<file path="config.mk">
export PLATFORM = sky130hd
export DESIGN_NAME = flash_burst_seq
export DESIGN_NICKNAME = d
export VERILOG_FILES = /design/src/rtl/flash_burst_seq.sv
export SDC_FILE = /design/constraint.sdc
export NUM_CORES = 1
export LEC_CHECK = 0
export ABC_AREA = 1
export ABC_CLOCK_PERIOD_IN_PS = 2000
export BUFFER_PORTS_ARGS = -buffer_cell sky130_fd_sc_hd__buf_4
export CAP_MARGIN = 20
export CORE_MARGIN = 5
export CORE_UTILIZATION = 50
export CTS_BUF_LIST = sky130_fd_sc_hd__clkbuf_4
export CTS_CLUSTER_DIAMETER = 50
export DETAILED_ROUTE_END_ITERATION = 6
export MAX_ROUTING_LAYER = met4
export PLACE_DENSITY = 0.82
export SLEW_MARGIN = 20
export SYNTH_ARGS = -nofsm -noshare
export SYNTH_HDL_FRONTEND = slang
export SYNTH_SLANG_ARGS = --single-unit
</file>
<file path="constraint.sdc">
create_clock -name i_clk -period 2 [get_ports i_clk]
set_input_delay 0.1 -clock i_clk [delete_from_list [all_inputs] [get_ports i_clk]]
set_output_delay 0.1 -clock i_clk [all_outputs]
set_load 0.02 [all_outputs]
</file>
<file path="src/rtl/flash_burst_seq.sv">
// rtl/flash_burst_seq.sv - splits host read/program/erase commands into single-byte flash_ctrl transactions
module flash_burst_seq #(
  parameter int MAX_LEN = 256,
  parameter int GAP_CYC = 1
) (
  input  logic        i_clk,
  input  logic        i_reset,
  input  logic        i_cmd_valid,
  output logic        o_cmd_ready,
  input  logic [1:0]  i_cmd_op,
  input  logic [23:0] i_cmd_addr,
  input  logic [8:0]  i_cmd_len,
  input  logic        i_wr_valid,
  output logic        o_wr_ready,
  input  logic [7:0]  i_wr_data,
  output logic        o_rd_valid,
  input  logic        i_rd_ready,
  output logic [7:0]  o_rd_data,
  output logic        o_busy,
  output logic        o_done,
  output logic        o_err,
  output logic        o_rd_req,
  output logic        o_pp_req,
  output logic        o_se_req,
  output logic [23:0] o_rd_addr,
  output logic [23:0] o_wr_addr,
  output logic [23:0] o_se_addr,
  output logic [7:0]  o_data_into_flash,
  input  logic        i_flash_ack,
  input  logic [7:0]  i_rdata
);

  localparam int              GW        = (GAP_CYC < 2) ? 1 : $clog2(GAP_CYC);
  localparam logic [GW-1:0]   GAP_LAST  = GW'(GAP_CYC - 1);
  localparam logic [9:0]      MAX_LEN_W = 10'(MAX_LEN);
  localparam logic [1:0]      OP_RD     = 2'd0;
  localparam logic [1:0]      OP_PP     = 2'd1;
  localparam logic [1:0]      OP_SE     = 2'd2;
  localparam logic [1:0]      OP_BAD    = 2'd3;

  typedef enum logic [2:0] {
    S_IDLE,
    S_FETCH,
    S_ISSUE,
    S_GAP,
    S_DONE
  } state_t;

  state_t        r_state;
  state_t        w_next;
  logic [1:0]    r_op;
  logic [23:0]   r_addr;
  logic [8:0]    r_rem;
  logic          r_err;
  logic [GW-1:0] r_gap_cnt;
  logic          r_rd_req;
  logic          r_pp_req;
  logic          r_se_req;
  logic          r_rd_valid;
  logic [7:0]    r_rd_data;
  logic [7:0]    r_wr_byte;

  logic          w_cmd_bad;
  logic          w_rd_ok;
  logic          w_ack;
  logic          w_last;
  logic          w_pop;
  logic          w_accept;
  logic [1:0]    w_op;

  // A zero or oversized length only matters for commands that move data.
  assign w_cmd_bad = (i_cmd_op == OP_BAD) ||
                     ((i_cmd_op != OP_SE) &&
                      ((i_cmd_len == 9'd0) || ({1'b0, i_cmd_len} > MAX_LEN_W)));
  // The one-entry read buffer is free now, or is being emptied this cycle.
  assign w_rd_ok   = !r_rd_valid || i_rd_ready;
  assign w_pop     = r_rd_valid && i_rd_ready;
  assign w_ack     = (r_state == S_ISSUE) && i_flash_ack;
  assign w_last    = (r_op == OP_SE) || (r_rem == 9'd1);
  assign w_accept  = (r_state == S_IDLE) && i_cmd_valid;
  // In IDLE the op is being latched this edge, so the request type follows the input.
  assign w_op      = (r_state == S_IDLE) ? i_cmd_op : r_op;

  // Next-state selection; a read blocked by a still-pending byte parks in GAP.
  always_comb begin
    w_next = r_state;
    case (r_state)
      S_IDLE: begin
        if (i_cmd_valid) begin
          if (w_cmd_bad)               w_next = S_DONE;
          else if (i_cmd_op == OP_PP)  w_next = S_FETCH;
          else if (i_cmd_op == OP_RD && !w_rd_ok) w_next = S_GAP;
          else                         w_next = S_ISSUE;
        end
      end
      S_FETCH: begin
        if (i_wr_valid) w_next = S_ISSUE;
      end
      S_ISSUE: begin
        if (i_flash_ack) w_next = w_last ? S_DONE : S_GAP;
      end
      S_GAP: begin
        if ((r_gap_cnt == GAP_LAST) && ((r_op != OP_RD) || w_rd_ok))
          w_next = (r_op == OP_PP) ? S_FETCH : S_ISSUE;
      end
      S_DONE:  w_next = S_IDLE;
      default: w_next = S_IDLE;
    endcase
  end

  // State register and the registered request lines, which are high exactly while in ISSUE.
  always_ff @(posedge i_clk) begin
    if (i_reset) begin
      r_state  <= S_IDLE;
      r_rd_req <= 1'b0;
      r_pp_req <= 1'b0;
      r_se_req <= 1'b0;
    end else begin
      r_state  <= w_next;
      r_rd_req <= (w_next == S_ISSUE) && (w_op == OP_RD);
      r_pp_req <= (w_next == S_ISSUE) && (w_op == OP_PP);
      r_se_req <= (w_next == S_ISSUE) && (w_op == OP_SE);
    end
  end

  // Command context: latched on accept, address and remaining count stepped per acknowledged byte.
  always_ff @(posedge i_clk) begin
    if (i_reset) begin
      r_op      <= 2'd0;
      r_addr    <= 24'd0;
      r_rem     <= 9'd0;
      r_err     <= 1'b0;
      r_wr_byte <= 8'd0;
    end else begin
      if (w_accept) begin
        r_op   <= i_cmd_op;
        r_addr <= i_cmd_addr;
        r_rem  <= i_cmd_len;
        r_err  <= w_cmd_bad;
      end else if (w_ack) begin
        r_addr <= r_addr + 24'd1;
        r_rem  <= r_rem - 9'd1;
      end
      if ((r_state == S_FETCH) && i_wr_valid) r_wr_byte <= i_wr_data;
    end
  end

  // One-entry read buffer toward the host; loading and popping never coincide.
  always_ff @(posedge i_clk) begin
    if (i_reset) begin
      r_rd_valid <= 1'b0;
      r_rd_data  <= 8'd0;
    end else if (w_ack && (r_op == OP_RD)) begin
      r_rd_valid <= 1'b1;
      r_rd_data  <= i_rdata;
    end else if (w_pop) begin
      r_rd_valid <= 1'b0;
    end
  end

  // Inter-transaction gap counter; a GAP entered from IDLE only waits for the read buffer.
  always_ff @(posedge i_clk) begin
    if (i_reset) begin
      r_gap_cnt <= '0;
    end else if ((w_next == S_GAP) && (r_state != S_GAP)) begin
      r_gap_cnt <= (r_state == S_IDLE) ? GAP_LAST : '0;
    end else if ((r_state == S_GAP) && (r_gap_cnt != GAP_LAST)) begin
      r_gap_cnt <= r_gap_cnt + GW'(1);
    end
  end

  assign o_cmd_ready       = (r_state == S_IDLE)  && !i_reset;
  assign o_busy            = (r_state != S_IDLE)  && !i_reset;
  assign o_wr_ready        = (r_state == S_FETCH) && !i_reset;
  assign o_done            = (r_state == S_DONE)  && !i_reset;
  assign o_err             = o_done && r_err;
  assign o_rd_valid        = r_rd_valid;
  assign o_rd_data         = r_rd_data;
  assign o_rd_req          = r_rd_req;
  assign o_pp_req          = r_pp_req;
  assign o_se_req          = r_se_req;
  assign o_rd_addr         = r_addr;
  assign o_wr_addr         = r_addr;
  assign o_se_addr         = r_addr;
  assign o_data_into_flash = r_wr_byte;

endmodule
</file>
# Word-level counts from Yosys, hierarchy flattened
# Index checks and enable logic that the tools add are counted.
# totals
in_bits	57
register_bits	60
mem_bits_rw	0
romBits	0
out_inout_bits	97
latchBits	0
memories	0
wordCells	85
# classes
n_div	0
bitwise_logic	1
n_lt_le_gt_ge	1
n_reduce_logical	36
shifts	0
mux	17
n_eq_ne	15
addsub	3
multipliers	0
# ops
operator	count
2-to-1 mux 24 bit	2
adder 24 x 1 -> 24 bit (second input constant)	1
logical AND 1 bit	18
2-to-1 mux 3 bit	6
2-to-1 mux 9 bit	2
== test 3 x 2 -> 1 bit (second input constant)	4
one-hot mux 3 bit (4 select lines)	1
== test 9 x 1 -> 1 bit (second input constant)	1
> comparator 9 bit (second input constant)	1
logical NOT 9 bit	1
subtractor 9 x 1 -> 9 bit (second input constant)	1
== test 2 x 1 -> 1 bit (second input constant)	3
== test 2 bit (second input constant)	3
logical NOT 2 bit	3
2-to-1 mux 2 bit	3
nonzero test 2 bit	3
logical OR 1 bit	5
== test 3 x 1 -> 1 bit (second input constant)	1
== test 3 bit (second input constant)	1
logical NOT 1 bit	3
logical NOT 3 bit	1
2-to-1 mux 1 bit	3
!= test 3 x 2 -> 1 bit (second input constant)	1
nonzero test 3 bit	1
other kinds (4)	4

# Depth between registers and ports, before layout
# depth
ltp_word	12
ltp_mapped	12
depth_no_buf	12

# Worst setup path before layout
# No wires, ideal clock.
# synth_path
path_type	register -> register
from	register r_addr[0], in the netlist o_rd_addr[0]
to	register r_addr[22], in the netlist o_rd_addr[22]
path_slack_ns	0.262
setup_time_ns	0.114
stages_incl_launch_ff	11
t_required_ns	1.886
synth_period_minus_slack_ns	1.738
arrival_ns	1.624
path_buffers	0
path_cell_list	dfxtp_1 > ha_1 > nand3_2 > nor2_2 > nand3_2 > nor3_2 > nand2_1 > nand2_1 > nand2_1 > o21bai_1 > inv_1
# synth_via
elab_chain_len	3
# synth_rtl
item	line_no	rtl
from (decl)	52	logic [23:0] r_addr;
from (signal assigned)	137	r_addr <= i_cmd_addr;
from (signal assigned)	141	r_addr <= r_addr + 24'd1;
adder 24 x 1 -> 24 bit	141	
2-to-1 mux 24 bit	140	end else if (w_ack) begin
2-to-1 mux 24 bit	135	if (w_accept) begin
# Every way passes these cells. The select of a mux whose other input is x is not followed.
# A chain may end at the register's enable or synchronous reset.

# Worst setup path in the final report
# layout_path
from	register r_addr[0], in the netlist o_rd_addr[0]
to	register r_addr[20], in the netlist o_rd_addr[20]
# Same word-level chain as after synthesis.

==> impl_results.md <==
* Outcome: completed
* GR Layer Usage met1 at approximately 28%
* Worst-Margin Slew at roughly 0.48 ns
* Die width at around 97 µm
* Chip height at between 90 and 100 µm
* Critical Path AT at between 2 and 2.5 ns
* Hold slack at 0.0187 ns
* Worst Clk Skew at ~0.012 ns
* Syn avg cell area at around 6.9 µm²
* Synth area leader: dfxtp_1
* Slowest stage cell, crit path: dfxtp_1
* Netlist Area Pre-Place at approximately 3800 µm²
* Synth area leaders: dfxtp_1, nand2_1, buf_4
* Layout cells sized above 1 at 29.9%
* Via Count at between 4000 and 5000
* Synthesized Nets at 612
* Crit path cell chain: ha_1, nand3_2, nor2_2, nand3_2, nor2_4, nand2_1, xor2_1, nand2_1, a21oi_1
* Met2 usage at between 40% and 50%
* Layout Area Growth over Synthesis at 37.4%
* Post-detail-place hpwl at 8040 µm
* Period utilisation layout at approximately nine tenths
* DR DRC count at 0
* Gp weighted congestion at around 0.96
* Achievable Freq at approximately 570 MHz
* Post-Synth Simple-Gate Area at around a third
* Leakage power at between 2 and 2.5 nW
* Crit-path max cell delay at around 0.47 ns
* Worst path bufs/invs at 0
* Clk_lat worst skew at 0.39 ns
* Largest net degree at the start of global routing at 35
* Most frequent cells in the layout: buf_4, nand2_1, dfxtp_1
* Final Hold Fails at 0
* Vias per cell at a little over 5
* Combinational Power Share at between 30% and 40%
* Clk sink count at 60
* Unique masters post-synth at just over 40
* YS warnings at 0
* Tmin final at 1.77 ns
* PortBufs at about 150
* Synthesized instance count at 552
* Worst setup EP type: flip-flop
* FF+latch area at between 1000 and 1500 µm²
* First-pass GRT wire length at 19300 µm
* Switching power at 1.39 mW
* Detail Route Antenna Nets at 0
* DR pass1 iterations at 5
* Total GRT Usage at 25.1%
* Starting density of the core at slightly above 50%
* Area of the multi-input gates at between 1500 and 2000 µm²
* Post-synthesis mux area share at 0%
* Synth Area in Adders at less than 1%
* Async SR Flop Fraction at 0%
* CTS tree: yes
* Setup-failing EPs final at 0
* Slew Viols, Final at 0
* CP required at 2.32 ns
* Clock power frac at approximately 25%
* Seq/Total Area, Yosys at roughly a third
* Grt ovf at 0
* Maximum vdd drop at 0.000383 V
* Commonest non-fill, non-tap cell in the layout: buf_4
* Met3 Use GR at 5.32%
* Ys flop type: dfxtp_1
* DR iter-0 viols at 132
* Root Buffer: clkbuf_4
* CP Max Fanout at 7
* H-Tree Depth at 3
* Max-cap violation count at 0
* Startpoint types: flip-flop
* Synth Area in XOR/XNOR at 2.31%
* Longest Clk Path Bufs at 2
* Final nets at 758
* Die area at between 9000 and 10000 µm²
* Clock-pin slew on the worst setup and hold paths at between 0.1 and 0.15 ns
* Compound-Gate Fraction of Synth Area at between 10% and 20%
* Sequential share of power at between 30 and 40%
* Wirelength per Cell at roughly 15 µm
* Total Wirelength at 11700 µm
* RSZ-0062 raised after global routing: no
* I/O pin count at between 150 and 200
* Flops & latches, synth at 60
* CTS buffer count at 9
* Setup bufs post-CTS at 0
* Internal power at roughly 2.4 mW
* Switching Share at 37.1%
* Core area at ~7300 µm²
* Setup TNS at 0 ns
* Post-synth EDFFs at 0
* GRT busiest layer: met2
* Pwr per Cell Area at around 720 nW/µm²
* Antenna violations before repair at 0
* Row cnt at 31
* Worst hold-check path type: in2reg
* Worst rel slew slack at between 60% and 70%
* Inserted Diodes at 0
* Yosys top cell area share at about a third
* Largest delay share family, worst path: simple AND/OR/NAND/NOR gates
* Vias in the first global route at between 4000 and 5000
* Main combinational cell family by area after synthesis: simple AND/OR/NAND/NOR gates
* Fill cells at roughly 600
* Setup CP Type: reg2reg
[kinds of logic (layout without fill, tap and decap cells)]
family,after synthesis,in the layout
AOI/OAI and AO/OA,97,97
buffers and inverters,132,283
adders and majority gates,3,3
DFF,60,60
xor gates and xnor gates,10,10
and+or+nand+nor,250,250
[synth_stat cells, drive strengths merged, types with 2 or more instances]
library cell    n
dfxtp          60
nand4           4
a21oi          38
o21bai          2
xnor2           3
a31oi          10
nor2           53
nand3          41
nor3           12
ha              3
nand3b          3
buf            58
nand2         133
inv            66
o211ai          3
o21ai          37
clkbuf          8
a221oi          2
xor2            7
[what timing repair did]
item	CTS	global route
hold buffers	41	0
gates resized for setup	0	1
endpoints found under the hold margin	41	0
setup endpoints to repair	0	2
[power by group through the flow]
| stage | Clock (mW) | Combinational [mW] | Sequential, mW |
|---|---|---|---|
| finish | 0.953 | 1.35 | 1.45 |
| global placement | 0 | 1.26 | 1.47 |
| CTS | 0.969 | 1.34 | 1.45 |
| global route | 1.02 | 1.47 | 1.47 |
| floorplan | 0 | 0.827 | 1.54 |
| detailed placement | 0 | 1.28 | 1.47 |
[final timing paths]
kind / start / end / slack, ns / cells after the start
worst max-delay path: o_rd_addr[0] / o_rd_addr[20] / 0.23 / 9
worst min-delay path: i_cmd_op[0] / r_op[0] / 0.02 / 3
worst max register to register: o_rd_addr[0] / o_rd_addr[20] / 0.23 / 9
worst min register to register: o_rd_data[6] / o_rd_data[6] / 0.46 / 2
[per-layer routing]
metal  wire [µm]  up-vias
met4         197        0
met2        5940      177
li1            -     2027
met5           0        -
met3         772       21
met1        4740     1878
[tightest hold or removal path: cells and delay by family]
kind | cells | cell delay [ns]
compound gates | 2 | 0.18
buf+inv | 1 | 0.08
[area by class of cell]
| cell class | instances | share of cell area [%] |
|---|---|---|
| Multi-Input combinational cell | 360 | 35.9 |
| Timing Repair Buffer | 201 | 31.0 |
| Sequential cell | 60 | 23.1 |
| Inverter | 66 | 4.81 |
| Tap cell | 99 | 2.38 |
| Clock inverter | 7 | 1.56 |
| Clock buffer | 9 | 1.30 |
[state kept, by name, summed over array words and instances, names as in the netlist]
signal             cells
o_data_into_flash      8
o_pp_req               1
o_rd_addr             24
o_rd_data              8
o_rd_req               1
o_rd_valid             1
o_se_req               1
r_err                  1
r_gap_cnt              1
r_op                   2
r_rem                  9
r_state                3
[metrics by stage]
step	power (mW)	cell area [µm²]	utilization, %	cells	worst slack, ns
after detailed placement	2.75	4640	63.3	745	0.248
after floorplan	2.37	3790	-	552	0.262
after global placement	2.73	4640	63.3	745	0.297
final	3.75	5210	71.0	802	0.231
after CTS	3.76	5200	70.9	802	0.237
after global routing	3.96	5210	71.0	802	0.00119
Note: power is estimated with default switching activity, not from simulation.
